## config.mk

```make
export PLATFORM = sky130hd
export DESIGN_NAME = mux_sel_sequencer
export DESIGN_NICKNAME = d
export VERILOG_FILES = /design/src/rtl/mux_sel_sequencer.sv
export SDC_FILE = /design/constraint.sdc
export NUM_CORES = 1
export LEC_CHECK = 0
export CELL_PAD_IN_SITES_DETAIL_PLACEMENT = 0
export CELL_PAD_IN_SITES_GLOBAL_PLACEMENT = 1
export CORE_ASPECT_RATIO = 1.5
export CORE_MARGIN = 3
export CORE_UTILIZATION = 36
export CTS_CLUSTER_DIAMETER = 60
export CTS_CLUSTER_SIZE = 16
export DETAILED_ROUTE_END_ITERATION = 10
export PLACE_DENSITY_LB_ADDON = 0.1
export SLEW_MARGIN = 20
export SYNTH_ARGS = -nofsm -noshare
export SYNTH_HDL_FRONTEND = slang
export SYNTH_SLANG_ARGS = --single-unit
```

## constraint.sdc

```tcl
create_clock -name clk -period 1.6 [get_ports clk]
set_clock_uncertainty 0.05 [all_clocks]
set_input_delay 0.32 -clock clk [delete_from_list [all_inputs] [get_ports clk]]
set_output_delay 0.32 -clock clk [all_outputs]
set_load 0.01 [all_outputs]
```

## src/rtl/mux_sel_sequencer.sv

```systemverilog
// mux_sel_sequencer: controlled 2-bit select sequencer for the incomp_case mux.
// Optional macro MUX_SEL_CODE3_EN adds code 3 to the sequence and drives sel_illegal.
module mux_sel_sequencer #(
    parameter int DWELL_W = 8,
    parameter int ROUND_W = 4
) (
    input  logic               clk,
    input  logic               reset,
    input  logic               start,
    input  logic               stop,
    input  logic [DWELL_W-1:0] dwell,
    input  logic [ROUND_W-1:0] rounds,
    output logic [1:0]         sel,
    output logic               sel_strobe,
    output logic               busy,
    output logic               done,
    output logic [ROUND_W-1:0] round_cnt,
    output logic               sel_illegal
);
`ifdef MUX_SEL_CODE3_EN
    localparam logic [1:0] LAST = 2'd3;
`else
    localparam logic [1:0] LAST = 2'd2;
`endif

    typedef enum logic [1:0] {S_IDLE, S_RUN, S_DONE} state_t;

    state_t             state, nxt_state;
    logic [1:0]         nxt_sel;
    logic               nxt_strobe, nxt_busy, nxt_done;
    logic [ROUND_W-1:0] nxt_round, rounds_q, nxt_rounds, round_inc;
    logic [DWELL_W-1:0] dwell_q, nxt_dwell, cnt, nxt_cnt, dwell_eff;

    assign dwell_eff = (dwell == '0) ? DWELL_W'(1) : dwell;
    assign round_inc = round_cnt + ROUND_W'(1);

    // State and all outputs are registered; reset clears everything at once.
    always_ff @(posedge clk or posedge reset) begin
        if (reset) begin
            state      <= S_IDLE;
            sel        <= '0;
            sel_strobe <= 1'b0;
            busy       <= 1'b0;
            done       <= 1'b0;
            round_cnt  <= '0;
            rounds_q   <= '0;
            dwell_q    <= '0;
            cnt        <= '0;
        end else begin
            state      <= nxt_state;
            sel        <= nxt_sel;
            sel_strobe <= nxt_strobe;
            busy       <= nxt_busy;
            done       <= nxt_done;
            round_cnt  <= nxt_round;
            rounds_q   <= nxt_rounds;
            dwell_q    <= nxt_dwell;
            cnt        <= nxt_cnt;
        end
    end

    // Next state and next register values; stop beats both start and code advance.
    always_comb begin
        nxt_state  = state;
        nxt_sel    = sel;
        nxt_strobe = 1'b0;
        nxt_busy   = busy;
        nxt_done   = 1'b0;
        nxt_round  = round_cnt;
        nxt_rounds = rounds_q;
        nxt_dwell  = dwell_q;
        nxt_cnt    = cnt;
        case (state)
            S_IDLE: begin
                if (start && !stop) begin
                    nxt_state  = S_RUN;
                    nxt_sel    = 2'd0;
                    nxt_strobe = 1'b1;
                    nxt_busy   = 1'b1;
                    nxt_round  = '0;
                    nxt_dwell  = dwell_eff;
                    nxt_rounds = rounds;
                    nxt_cnt    = dwell_eff;
                end
            end
            S_RUN: begin
                if (stop) begin
                    nxt_state = S_DONE;
                    nxt_sel   = 2'd0;
                    nxt_busy  = 1'b0;
                    nxt_done  = 1'b1;
                end else if (cnt == DWELL_W'(1)) begin
                    nxt_cnt = dwell_q;
                    if (sel == LAST) begin
                        nxt_round = round_inc;
                        nxt_sel   = 2'd0;
                        if (rounds_q != '0 && round_inc == rounds_q) begin
                            nxt_state = S_DONE;
                            nxt_busy  = 1'b0;
                            nxt_done  = 1'b1;
                        end else begin
                            nxt_strobe = 1'b1;
                        end
                    end else begin
                        nxt_sel    = sel + 2'd1;
                        nxt_strobe = 1'b1;
                    end
                end else begin
                    nxt_cnt = cnt - DWELL_W'(1);
                end
            end
            default: nxt_state = S_IDLE;
        endcase
    end

`ifdef MUX_SEL_CODE3_EN
    // Flags the unmapped code so the mux's hold behaviour can be observed.
    always_ff @(posedge clk or posedge reset) begin
        if (reset) sel_illegal <= 1'b0;
        else       sel_illegal <= (nxt_sel == 2'd3);
    end
`else
    assign sel_illegal = 1'b0;
`endif
endmodule

```

### Word-level counts from Yosys, hierarchy flattened

Index checks and enable logic that the tools add are counted.

| word-level totals | value |
|---|---|
| register bits after elaboration | 31 |
| input bits | 16 |

| cells by class | value |
|---|---|
| add/sub/neg operators | 3 |
| equal/unequal tests | 11 |
| mux-type cells | 38 |
| reduce and logical (&&, ||, !) cells | 13 |

Operators by type and width:

| kind | count |
|---|---|
| 8-bit two-way mux | 4 |
| 2-bit two-way mux | 9 |
| 4-bit two-way mux | 4 |
| 8-bit case mux with 2 select lines | 1 |
| 1-bit two-way mux | 15 |
| 5-bit AND reduction | 2 |
| 3-bit != test (second input constant) | 3 |
| 8-bit by 1-bit == test with 1-bit output (second input constant) | 1 |
| 8-bit zero test | 1 |
| 2-bit != test (second input constant) | 4 |
| 2-bit case mux with 2 select lines | 2 |
| 4-bit case mux with 2 select lines | 1 |
| 8-bit by 1-bit subtractor with 8-bit output (second input constant) | 1 |
| 3-bit AND reduction | 2 |
| 4-bit by 1-bit adder with 4-bit output (second input constant) | 1 |
| 4-bit == test | 1 |
| 1-bit case mux with 2 select lines | 2 |
| 4-bit AND reduction | 1 |
| 4-bit nonzero test | 1 |
| 2-bit by 1-bit adder with 2-bit output (second input constant) | 1 |
| 2-bit by 1-bit == test with 1-bit output (second input constant) | 1 |
| 2-bit == test (second input constant) | 1 |
| 1-bit logical AND | 2 |
| 2-bit zero test | 1 |
| other kinds (3) | 3 |

### Logic depth before layout (Yosys ltp)

| depth | value |
|---|---|
| depth after elaboration | 8 |
| gate-level depth with buffers | 8 |
| depth with buffers taken out | 7 |

### Least setup slack after synthesis

Ideal clock, no wire load.

| path | value |
|---|---|
| path kind | register to register |
| from | reg cnt[1] |
| to | reg sel[0] |
| library setup time | 0.125 ns |
| data arrival time | 1.498 ns |
| data required time | 1.425 ns |
| path slack | -0.073 ns |
| cell stages (with the launch flop) | 7 |
| buffers on the path | 0 |
| period minus slack after synthesis | 1.673 ns |
| cells stage by stage | dfrtp_1 -> inv_1 -> ha_1 -> nor3b_2 -> and2_2 -> o22ai_1 -> mux2_2 |

| between the ends | value |
|---|---|
| word-level cells in the longest chain between the ends | 3 |

RTL lines:

| item | RTL line | text |
|---|---|---|
| from (decl) | 32 | `logic [DWELL_W-1:0] dwell_q, nxt_dwell, cnt, nxt_cnt, dwell_eff;` |
| from (signal assigned) | 58 | `cnt <= nxt_cnt;` |
| 8-bit by 1-bit == test with 1-bit output | 92 | `end else if (cnt == DWELL_W'(1)) begin` |
| 3-bit != test (no line) | -- |  |
| 3-bit AND reduction (no line) | -- |  |
| to (signal assigned) | 51 | `sel <= nxt_sel;` |
| to (decl) | 13 | `output logic [1:0] sel,` |

Every way passes these cells.
A chain may end at the register's enable or synchronous reset.

### Worst setup path in the final report

| path | value |
|---|---|
| from | reg cnt[1] |
| to | reg cnt[5] |

| between the ends | value |
|---|---|
| word-level cells in the longest chain between the ends | 4 |
| elaborated cells between the ends (all ways) | 5 |

RTL lines:

| item | RTL line | text |
|---|---|---|
| 8-bit by 1-bit subtractor with 8-bit output / 8-bit by 1-bit == test with 1-bit output (equally long branches) | 109, 92 |  |
| 8-bit two-way mux (*) | 92 |  |
| 8-bit two-way mux (*) | 87 | `if (stop) begin` |
| 8-bit case mux with 2 select lines (*) | 73 | `case (state)` |

Mark *: on every way between the ends. The rest lies on a longest branch, timed or not. The select of a mux whose other input is x is not followed.

==> impl_metrics.tcl <==
set metrics [dict create \
    synth_ff_type "dfrtp_1" \
    clk_latency_ns 0.28 \
    cp-startpoint "cnt[1]" \
    path_class "flip-flop to flip-flop" \
    pwr-share-comb 0.396 \
    synth_area_leaders "dfrtp_1 (47%), nand2_1 (9.7%), nor2_1 (3.6%)" \
    wire_per_inst_microns 16.37 \
    clock-sinks 31 \
    synth_edf_count 0 \
    r2r_start "cnt[1]" \
    routed_via_density 5.305 \
    seq_power_share 0.384 \
    cp-end-kind "flip-flop" \
    required_ns 1.71 \
    top_usage_layer "met2" \
    fillers 370 \
    clock_path_buffers 2 \
    port_buffers 24 \
    htreeDepth 2 \
    avgSynthCellArea_sq_um 9.052 \
    cts_tree "done" \
    synthToLayoutAreaGrowth_pct 67.45 \
    violations "negative setup slack" \
    setup_viol 17 \
    die_h_microns 89.08 \
    root_buffer "clkbuf_8" \
    antenna_found_initial 0 \
    ant_nets 0 \
    synth_warnings 0 \
    status "finished, violations left" \
    synthArstFlopShare 1.000 \
    yosysTopAreaCell "dfrtp_1" \
    drt_iter0_drc 51 \
    vdd_ir_drop_max_mv 0.6055 \
    fin_hold_ws_ns 0.3208 \
    synth_area_sq_um 1657 \
    die_area_sq_um 5468 \
    maxSlewViolCount 0 \
    grt_use_total 0.2008 \
    finalWorstPathRequiredPeriod_ns 1.781 \
    drive_gt1_frac 0.4226 \
    grt_max_degree 32 \
    ys_seq_elements 31 \
    synth_top_cell_area_share 0.4683 \
    p_int_mw 1.805 \
    p_clk_frac 0.220 \
    dp_hpwl_mm 3.405 \
    met2_usage 0.3671 \
    nNetsFinal 283 \
    grt_pass1_wl_mm 8.045 \
    drcViolationCount 0 \
    grt-ovfl-total 0 \
    initial_core_util 0.3837 \
    cts_buffers 5 \
    syn_inst 183 \
    powerDensity_nw_per_um2 987.2 \
    synth_most_common_cell "nand2_1" \
    grt_setup_unrepaired "yes" \
    critPathArrivalTime_ns 1.90 \
    antennaDiodeCount 0 \
    grt_pass1_vias 1741 \
    utilization 0.6424 \
    hold_class "primary input to asynchronous set/reset pin" \
    io_pins 26 \
    post-route-period-util 1.113 \
    max_freq_mhz 561.6 \
    synth.distinct_cells 46 \
    synth_nets 202 \
    core-area_sq_um 4318 \
    clk_pin_slew_worst_paths_ns 0.07 \
    final-hold-violation-count 0 \
    crit_path_start_kind "flip-flop" \
    vias 1650 \
    regArea_sq_um 778.2 \
    netSwitchingPower_uw 932.9 \
    use_met3 0.03613 \
    die_width_microns 61.39 \
    synth_seq_area_share 0.4683 \
    fin_ws_ns -0.1807 \
    cp_max_fo 3 \
    synthTopCellsByCount "nand2_1 (43), dfrtp_1 (31), nor2_1 (16), a21oi_1 (8), nor3_1 (8)" \
    place.gp.congestion 0.7939 \
    drt-total-wl_mm 5.092 \
    switching_share 0.3407 \
    use_met1 0.2214 \
    multi_input_area_sq_um 1112 \
    row_count 29 \
    max_cap_violations 0 \
    p_leak_nw 1.299 \
    drt_first_pass_iters 4 \
]
==> state kept, by name, summed over array words and instances (netlist names) <==
signal	cells
cnt	8
busy	1
state	2
done	1
sel	2
dwell_q	8
sel_strobe	1
rounds_q	4
round_cnt	4
==> timing repair <==
item,4_1_cts,5_1_grt
resized for setup,42,39
setup endpoints to repair,25,34
pin swaps,14,25
buffers inserted,10,5
hold endpoints to repair,0,0
cloned,0,0
hold buffers,0,0
==> final timing paths <==
| path | to | slack, ns | cells after the start |
|---|---|---|---|
| max | cnt[5] | -0.18 | 6 |
| min | busy | 0.32 | 3 |
| max reg2reg | cnt[5] | -0.18 | 6 |
| min reg2reg | dwell_q[2] | 0.44 | 2 |
| max in group asynchronous | round_cnt[0] | 0.97 | 3 |
| min in group clk | dwell_q[5] | 0.43 | 4 |
==> critical path: stages, from the launching register on <==
cell	delay (ns)
dfrtp_1	0.40
buf_6	0.13
or3_4	0.38
nor3_4	0.19
xnor2_1	0.16
a211oi_2	0.09
a221o_1	0.26
==> power groups by stage <==
stage	Clock, mW	Sequential (mW)	Combinational [mW]
after floorplan	0	1.05	0.394
after global placement	0	1.04	0.757
after detailed placement	0	1.04	0.780
after CTS	0.619	1.04	0.940
after global routing	0.662	1.07	1.18
final	0.603	1.05	1.08
==> stage by stage <==
stage / area (sq um) / setup slack [ns] / TNS [ns] / cells / total power, mW
4_1_cts: 2574 / -0.07587 / -0.7499 / 307 / 2.597
3_3_place_gp: 2276 / -0.2697 / -6.595 / 289 / 1.796
3_5_place_dp: 2276 / -0.3070 / -7.539 / 289 / 1.824
5_1_grt: 2774 / -0.2327 / -2.646 / 311 / 2.907
6_report: 2774 / -0.1807 / -1.301 / 311 / 2.738
2_1_floorplan: 1669 / -0.04256 / -0.07599 / 183 / 1.441
==> area by class of cell <==
cell class,count,area share
Multi-Input combinational cell,141,0.4010
Sequential cell,31,0.2806
Timing Repair Buffer,81,0.2630
Clock buffer,7,0.02751
Tap cell,46,0.02075
Inverter,4,0.005413
Clock inverter,1,0.001804
==> metal layers <==
metal | routed length [microns] | part of all wire | vias up
met4 | 102 | 0.020 | 0
met2 | 2917 | 0.57 | 25
met3 | 116 | 0.023 | 8
met1 | 1956 | 0.38 | 814
li1 | - | - | 803
met5 | 0 | 0 | -
==> cell families (layout without fill, tap and decap cells) <==
family	after synthesis	in the layout	share of synthesized area
other cells	1	1	0.002264
fa+ha+maj	3	3	0.02266
xor+xnor	10	10	0.05287
mux	1	1	0.006797
buf+inv	11	93	0.03247
simple gates	88	88	0.2568
flops	31	31	0.4683
compound gates	38	38	0.1579
==> cell usage in the layout (no fill, tap or decap), drive strengths merged, types with 2 or more instances in the layout <==
cell and instances:
a211oi 4, nor3 9, xnor2 6, nor2b 2, o31ai 2, nor2 17, a221oi 2, nand2b 2
or3 2, dlygate4sd2 7, nor3b 2, a22o 3, nand2 45, clkbuf 7, xor2 4, dlymetal6s2s 3
o21ai 7, clkdlybuf4s50 14, inv 4, a31oi 2, a311oi 2, a21oi 9, dfrtp 31, nor4 2
and3 2, ha 3, a221o 3, buf 57
No activity file was read; power rests on OpenSTA's default activity.
